[src/rtl/disp_pkg.sv]
// Shared types and constants for the two-requester display sharing controller.
// DISP_SWAP_GAP_EN adds the blank GAP state between owners.
package disp_pkg;

    localparam int unsigned HOLD_W = 8;
    localparam int unsigned NIB_W  = 4;

    localparam logic [NIB_W-1:0] BLANK_NIBBLE = 4'hF;

    // Four display digits; d3 occupies [15:12], d0 occupies [3:0].
    typedef struct packed {
        logic [NIB_W-1:0] d3;
        logic [NIB_W-1:0] d2;
        logic [NIB_W-1:0] d1;
        logic [NIB_W-1:0] d0;
    } disp_digits_t;

`ifdef DISP_SWAP_GAP_EN
    typedef enum logic [1:0] {
        ST_IDLE = 2'd0,
        ST_OWN0 = 2'd1,
        ST_OWN1 = 2'd2,
        ST_GAP  = 2'd3
    } disp_state_e;
`else
    typedef enum logic [1:0] {
        ST_IDLE = 2'd0,
        ST_OWN0 = 2'd1,
        ST_OWN1 = 2'd2
    } disp_state_e;
`endif

endpackage

[src/rtl/disp_share_ctrl_if.sv]
// Request/data/display bundle between the two requesters and the sharing controller.
interface disp_share_ctrl_if;
    import disp_pkg::*;

    logic             req0;
    logic             req1;
    disp_digits_t     data0;
    disp_digits_t     data1;
    logic [NIB_W-1:0] hex3;
    logic [NIB_W-1:0] hex2;
    logic [NIB_W-1:0] hex1;
    logic [NIB_W-1:0] hex0;
    logic [1:0]       gnt;
    logic             tick;

    modport master (
        output req0, req1, data0, data1,
        input  hex3, hex2, hex1, hex0, gnt, tick
    );

    modport slave (
        input  req0, req1, data0, data1,
        output hex3, hex2, hex1, hex0, gnt, tick
    );

endinterface

[src/rtl/disp_tick_gen.sv]
// Free-running prescaler; tick pulses for one cycle after the count reads all-ones.
module disp_tick_gen #(
    parameter int unsigned PRESC_W = 24
) (
    input  logic               clk,
    input  logic               rst,
    output logic               tick,
    output logic [PRESC_W-1:0] count
);

    always_ff @(posedge clk or posedge rst) begin
        if (rst) begin
            count <= '0;
            tick  <= 1'b0;
        end else begin
            count <= count + PRESC_W'(1);
            tick  <= &count;
        end
    end

endmodule

[src/rtl/disp_share_ctrl.sv]
// Arbitrates one 4-digit display between two requesters with a minimum hold time.
// Define DISP_SWAP_GAP_EN to blank the display for one tick period on each handover.
module disp_share_ctrl
    import disp_pkg::*;
#(
    parameter int unsigned PRESC_W = 24,
    parameter int unsigned HOLD    = 4
) (
    input  logic             clk,
    input  logic             rst,
    disp_share_ctrl_if.slave bus
);

    localparam logic [HOLD_W-1:0] HOLD_MAX = HOLD_W'(HOLD);

    // Owner-to-owner handovers route through GAP when it exists.
`ifdef DISP_SWAP_GAP_EN
    localparam disp_state_e TO_OWN0 = ST_GAP;
    localparam disp_state_e TO_OWN1 = ST_GAP;
`else
    localparam disp_state_e TO_OWN0 = ST_OWN0;
    localparam disp_state_e TO_OWN1 = ST_OWN1;
`endif

    logic               tick;
    logic [PRESC_W-1:0] presc_cnt_unused;

    disp_state_e        state_q;
    disp_state_e        state_d;
    logic [HOLD_W-1:0]  hold_q;
    logic               last_q;
    logic [1:0]         gnt_q;
    logic [1:0]         gnt_d;
    disp_digits_t       hex_q;
    disp_digits_t       hex_d;

`ifdef DISP_SWAP_GAP_EN
    logic               gap_tgt_q;
    logic               gap_seen_q;
`endif

    disp_tick_gen #(
        .PRESC_W (PRESC_W)
    ) u_tick_gen (
        .clk   (clk),
        .rst   (rst),
        .tick  (tick),
        .count (presc_cnt_unused)
    );

    // Next-state and next-output decode; outputs follow the state being entered.
    always_comb begin
        state_d = state_q;
        gnt_d   = 2'b00;
        hex_d   = '{default: BLANK_NIBBLE};

        case (state_q)
            ST_IDLE: begin
                if (bus.req0 && bus.req1) state_d = last_q ? ST_OWN0 : ST_OWN1;
                else if (bus.req0)        state_d = ST_OWN0;
                else if (bus.req1)        state_d = ST_OWN1;
            end
            ST_OWN0: begin
                if (!bus.req0)                            state_d = bus.req1 ? TO_OWN1 : ST_IDLE;
                else if (bus.req1 && hold_q == HOLD_MAX)  state_d = TO_OWN1;
            end
            ST_OWN1: begin
                if (!bus.req1)                            state_d = bus.req0 ? TO_OWN0 : ST_IDLE;
                else if (bus.req0 && hold_q == HOLD_MAX)  state_d = TO_OWN0;
            end
`ifdef DISP_SWAP_GAP_EN
            ST_GAP: begin
                if (gap_seen_q) begin
                    if (gap_tgt_q ? bus.req1 : bus.req0)      state_d = gap_tgt_q ? ST_OWN1 : ST_OWN0;
                    else if (gap_tgt_q ? bus.req0 : bus.req1) state_d = gap_tgt_q ? ST_OWN0 : ST_OWN1;
                    else                                      state_d = ST_IDLE;
                end
            end
`endif
            default: state_d = ST_IDLE;
        endcase

        case (state_d)
            ST_OWN0: begin
                gnt_d = 2'b01;
                hex_d = bus.data0;
            end
            ST_OWN1: begin
                gnt_d = 2'b10;
                hex_d = bus.data1;
            end
            default: ;
        endcase
    end

    // State, hold counter, round-robin pointer and display registers.
    always_ff @(posedge clk or posedge rst) begin
        if (rst) begin
            state_q <= ST_IDLE;
            gnt_q   <= 2'b00;
            hex_q   <= '{default: BLANK_NIBBLE};
            hold_q  <= '0;
            last_q  <= 1'b1;
        end else begin
            state_q <= state_d;
            gnt_q   <= gnt_d;
            hex_q   <= hex_d;
            if (state_d != state_q) begin
                hold_q <= '0;
            end else if ((state_q == ST_OWN0 || state_q == ST_OWN1) && tick && hold_q < HOLD_MAX) begin
                hold_q <= hold_q + HOLD_W'(1);
            end
            if (state_d == ST_OWN0)      last_q <= 1'b0;
            else if (state_d == ST_OWN1) last_q <= 1'b1;
        end
    end

`ifdef DISP_SWAP_GAP_EN
    // GAP ends on the edge after the first tick seen while already in GAP.
    always_ff @(posedge clk or posedge rst) begin
        if (rst) begin
            gap_tgt_q  <= 1'b0;
            gap_seen_q <= 1'b0;
        end else begin
            if (state_d == ST_GAP && state_q != ST_GAP) gap_tgt_q <= (state_q == ST_OWN0);
            gap_seen_q <= (state_q == ST_GAP) && (state_d == ST_GAP) && (gap_seen_q || tick);
        end
    end
`endif

    assign bus.gnt  = gnt_q;
    assign bus.hex3 = hex_q.d3;
    assign bus.hex2 = hex_q.d2;
    assign bus.hex1 = hex_q.d1;
    assign bus.hex0 = hex_q.d0;
    assign bus.tick = tick;

endmodule

[src/flat_wrapper.sv]
// flat-port wrapper written by rule: the top's interface ports become plain ports
module disp_share_ctrl_flat import disp_pkg::*;
#(
    parameter int unsigned PRESC_W = 24,
    parameter int unsigned HOLD    = 4
)
  (clk, rst, bus_req0, bus_req1, bus_data0, bus_data1, bus_hex3, bus_hex2, bus_hex1, bus_hex0, bus_gnt, bus_tick);
  disp_share_ctrl_if bus_i ();
  input  logic clk;
  input  logic rst;
  input wire logic [$bits(bus_i.req0)-1:0] bus_req0;
  input wire logic [$bits(bus_i.req1)-1:0] bus_req1;
  input wire logic [$bits(bus_i.data0)-1:0] bus_data0;
  input wire logic [$bits(bus_i.data1)-1:0] bus_data1;
  output wire logic [$bits(bus_i.hex3)-1:0] bus_hex3;
  output wire logic [$bits(bus_i.hex2)-1:0] bus_hex2;
  output wire logic [$bits(bus_i.hex1)-1:0] bus_hex1;
  output wire logic [$bits(bus_i.hex0)-1:0] bus_hex0;
  output wire logic [$bits(bus_i.gnt)-1:0] bus_gnt;
  output wire logic [$bits(bus_i.tick)-1:0] bus_tick;
  assign bus_i.req0 = bus_req0;
  assign bus_i.req1 = bus_req1;
  assign bus_i.data0 = bus_data0;
  assign bus_i.data1 = bus_data1;
  assign bus_hex3 = bus_i.hex3;
  assign bus_hex2 = bus_i.hex2;
  assign bus_hex1 = bus_i.hex1;
  assign bus_hex0 = bus_i.hex0;
  assign bus_gnt = bus_i.gnt;
  assign bus_tick = bus_i.tick;
  disp_share_ctrl #(.PRESC_W(PRESC_W), .HOLD(HOLD)) u_core (.clk(clk), .rst(rst), .bus(bus_i));
endmodule
[config.mk]
export PLATFORM = sky130hd
export DESIGN_NAME = disp_share_ctrl_flat
export DESIGN_NICKNAME = d
export VERILOG_FILES = /design/src/rtl/disp_pkg.sv /design/src/rtl/disp_share_ctrl_if.sv /design/src/rtl/disp_tick_gen.sv /design/src/rtl/disp_share_ctrl.sv /design/src/flat_wrapper.sv
export SDC_FILE = /design/constraint.sdc
export NUM_CORES = 1
export LEC_CHECK = 0
export BUFFER_PORTS_ARGS = -buffer_cell sky130_fd_sc_hd__buf_2
export CAP_MARGIN = 10
export CORE_ASPECT_RATIO = 1.2
export CORE_MARGIN = 8
export CORE_UTILIZATION = 53
export DETAILED_ROUTE_END_ITERATION = 8
export PLACE_DENSITY = 0.78
export SYNTH_ARGS = -nofsm -noshare
export SYNTH_HDL_FRONTEND = slang
export SYNTH_SLANG_ARGS = --single-unit
[constraint.sdc]
create_clock -name clk -period 2.9 [get_ports clk]
set_clock_uncertainty 0.05 [all_clocks]
set_input_delay 0.435 -clock clk [delete_from_list [all_inputs] [get_ports clk]]
set_output_delay 0.435 -clock clk [all_outputs]
set_load 0.02 [all_outputs]
==> results.ini <==
[timing]
worst_pin_slew_ns = 0.882
fin_hold_ws_ns = 0.249
finalWorstSetupSlack_ns = 0.217
slew_violations = 0
tns_ns = 0
fin_crit_sh = 0.925
fmax_mhz = 373
setup_viol = 0
fin_crit_ns = 2.68
rsz0062_at_grt = false
relSlewSlack = 0.411
hold_violations = 0

[worst_setup_path]
critPathKind = reg2reg
crit_fanout = 17
arrival_ns = 2.88
path_cells = inv_1 > ha_1 > nand2b_1 > o221ai_1 > nor2_1 > a21oi_1 > inv_1 > ha_1 > a221o_1
cp-start-kind = register
end_kind = register
cpPeakStageDelay_ns = 0.48
required_ns = 3.10
crit_path_top_delay_cell = dfrtp_1

[layout]
final_design_area_no_fill_um2 = 2910
area_growth_pct = 17.4
num-fill-cells = 371
nNetsFinal = 307
layout-drive-gt1-share = 0.364
diodes = 0

[die]
dieArea_um2 = 7130
pin_count = 55
fp.dieH_um = 90.9
core_um2 = 4560
die_w_um = 78.4
num_rows = 27
start_util = 0.543

[place]
dp_hpwl_mm = 3.50
numPortBuffers = 54
gp_congestion = 0.848
dpl-instance-area_um2 = 2790
place_ws_ns = 0.240

[logic_synthesis]
ys_warn_count = 0
syn_area_um2 = 2480
synth_top_family_by_area = simple AND/OR/NAND/NOR gates
synth-simple-area-share = 0.151
synth-seq-cells = 54
synth-edff-count = 0
synth_ff_type = dfrtp_1
async_reset_ff_frac = 1.00
synth_nets = 253
syn_area_per_cell_um2 = 12.0
synth.area.mux_share = 0.0162
synth_cell_types = 34
synthAdderAreaFrac = 0.0555
synth_compound_area_frac = 0.101
synthXorXnorAreaFrac = 0.0813
synth_seq_area_share = 0.554
netlist_instances = 206

[detailed_routing]
via_per_inst = 5.34
firstDrtPassIters = 4
drtIter0Drc = 94
drcViolationCount = 0
vias = 1705
wire_per_inst_um = 14.8
drtAntennaViolNets = 0
totalWireLength_mm = 4.71

[cts]
cts_setup_buffers = 0
cts_made_buffers = 5
cts_root_buf = clkbuf_8
cts_tree = built
clk_pin_slew_ns = 0.10
cts.sinks = 54
clockBufferDepth = 2
insertion_delay_ns = 0.31
htree_levels = 2

[job]
cap_viol_max_count = 0

[pwr]
p_per_area_nw_per_um2 = 938
max-vdd-ir-drop_v = 0.000575
power_leakage_nw = 1.37
total_power_w = 0.00273

[worst_hold_path]
hp-class = in2async

[global_routing]
grt_max_degree = 46
grt_usage = 0.140
grt_pass1_vias = 1741
grt_pass1_wl_mm = 8.09
gr-total-overflow = 0
antenna_found_initial = 0

[status]
status = finished, final reports clean

-- area by class of cell --
class / count / area (um2) / share of cell area
clock buffers: 5 / 68.8 / 0.0237
clock inverters: 3 / 47.5 / 0.0163
inverters: 17 / 63.8 / 0.0219
multi-input cells: 127 / 1010 / 0.346
flip-flops and latches: 54 / 1370 / 0.472
well taps: 58 / 72.6 / 0.0249
repair buffers: 55 / 278 / 0.0955
-- worst paths after layout --
| path | from | to | slack, ns | cells past startpoint |
|---|---|---|---|---|
| worst max-delay path | u_core.state_q[1] | u_core.bus.hex2[0] | 0.22 | 9 |
| worst min-delay path | rst | u_core.bus.gnt[1] | 0.25 | 2 |
| worst max register to register | u_core.state_q[1] | u_core.bus.hex2[0] | 0.22 | 9 |
| worst min register to register | u_core.u_tick_gen.count[23] | u_core.u_tick_gen.count[23] | 0.42 | 1 |
| max in group asynchronous | rst | u_core.bus.hex0[2] | 1.81 | 3 |
| min in group clk | bus_data0[11] | u_core.bus.hex2[3] | 0.30 | 2 |
-- repair_timing --
| action | 4_1_cts | 5_1_grt |
|---|---|---|
| hold buffers | 0 | 0 |
| endpoints found under the setup margin | 0 | 17 |
| gates resized for setup | 0 | 1 |
-- flip-flops by register name, summed over array words and instances (netlist names) --
register / count
u_core.bus.hex0: 4
u_core.u_tick_gen.tick: 1
u_core.bus.hex2: 4
u_core.bus.hex3: 4
u_core.hold_q: 8
u_core.bus.hex1: 4
u_core.state_q: 2
u_core.last_q: 1
u_core.bus.gnt: 2
u_core.u_tick_gen.count: 24
-- routing by layer --
layer,global-route usage,vias up,share of wire
li1,-,830,-
met1,0.147,845,0.39
met4,0.0573,0,0.020
met2,0.255,22,0.56
met5,0,-,0
met3,0.0359,8,0.034
-- cell usage after synthesis, types with 2 or more instances --
cell type / count / share of area
a21oi_1: 3 / 0.0061
a221o_1: 16 / 0.065
a31oi_1: 2 / 0.0050
and2_1: 3 / 0.0076
and2_2: 2 / 0.0061
and4_1: 3 / 0.011
and4_4: 3 / 0.014
clkbuf_1: 6 / 0.0091
dfrtp_1: 37 / 0.37
dfstp_2: 17 / 0.18
ha_1: 11 / 0.056
inv_1: 17 / 0.026
mux2i_1: 4 / 0.016
nand2_1: 13 / 0.020
nand2b_1: 2 / 0.0050
nand3_1: 9 / 0.018
nand3_2: 2 / 0.0081
nand4_1: 4 / 0.010
nor2_1: 6 / 0.0091
nor3_1: 8 / 0.016
o221ai_1: 2 / 0.0071
o2bb2ai_2: 2 / 0.012
o31ai_1: 2 / 0.0061
xnor2_1: 19 / 0.067
xor2_1: 4 / 0.014
-- metrics by stage --
stage	utilization	std cells
CTS	0.637	319
global route	0.638	319
detailed placement	0.612	311
finish	0.638	319
global placement	0.612	311
floorplan	-	206
-- kinds of logic (layout without fill, tap and decap cells) --
kind of cell / after synthesis / after routing
multiplexers: 4 / 4
XOR/XNOR: 23 / 23
flip-flops: 54 / 54
buffers and inverters: 25 / 80
adder cells (fa/ha/maj): 11 / 11
AO/OA/AOI/OAI: 27 / 27
AND/OR/NAND/NOR: 62 / 62
-- worst max-delay path, delay by kind of cell (launching register included) --
| family | cells | cell delay (ns) |
|---|---|---|
| AOI/OAI and AO/OA | 3 | 0.98 |
| adders and majority gates | 2 | 0.66 |
| buffers and inverters | 2 | 0.25 |
| DFF | 1 | 0.48 |
| and+or+nand+nor | 2 | 0.20 |
-- cells in the final DEF, fill, tap and decap left out, drive strengths merged, types with 5 or more instances in the layout --
cell,Yosys,routed
buf,2,55
dfrtp,37,37
xnor2,19,19
inv,17,19
dfstp,17,17
a221o,16,16
nand2,13,13
ha,11,11
nand3,11,11
nor3,9,9
nor2,6,6
and4,6,6
clkbuf,6,5
and2,5,5
-- where the power goes --
part	switching [W]	internal [W]
combinational	0.000701	0.000470
sequential	0.0000529	0.000990
clock	0.000251	0.000264
total	0.00100	0.00172
Power figures use the tool's default switching activity.
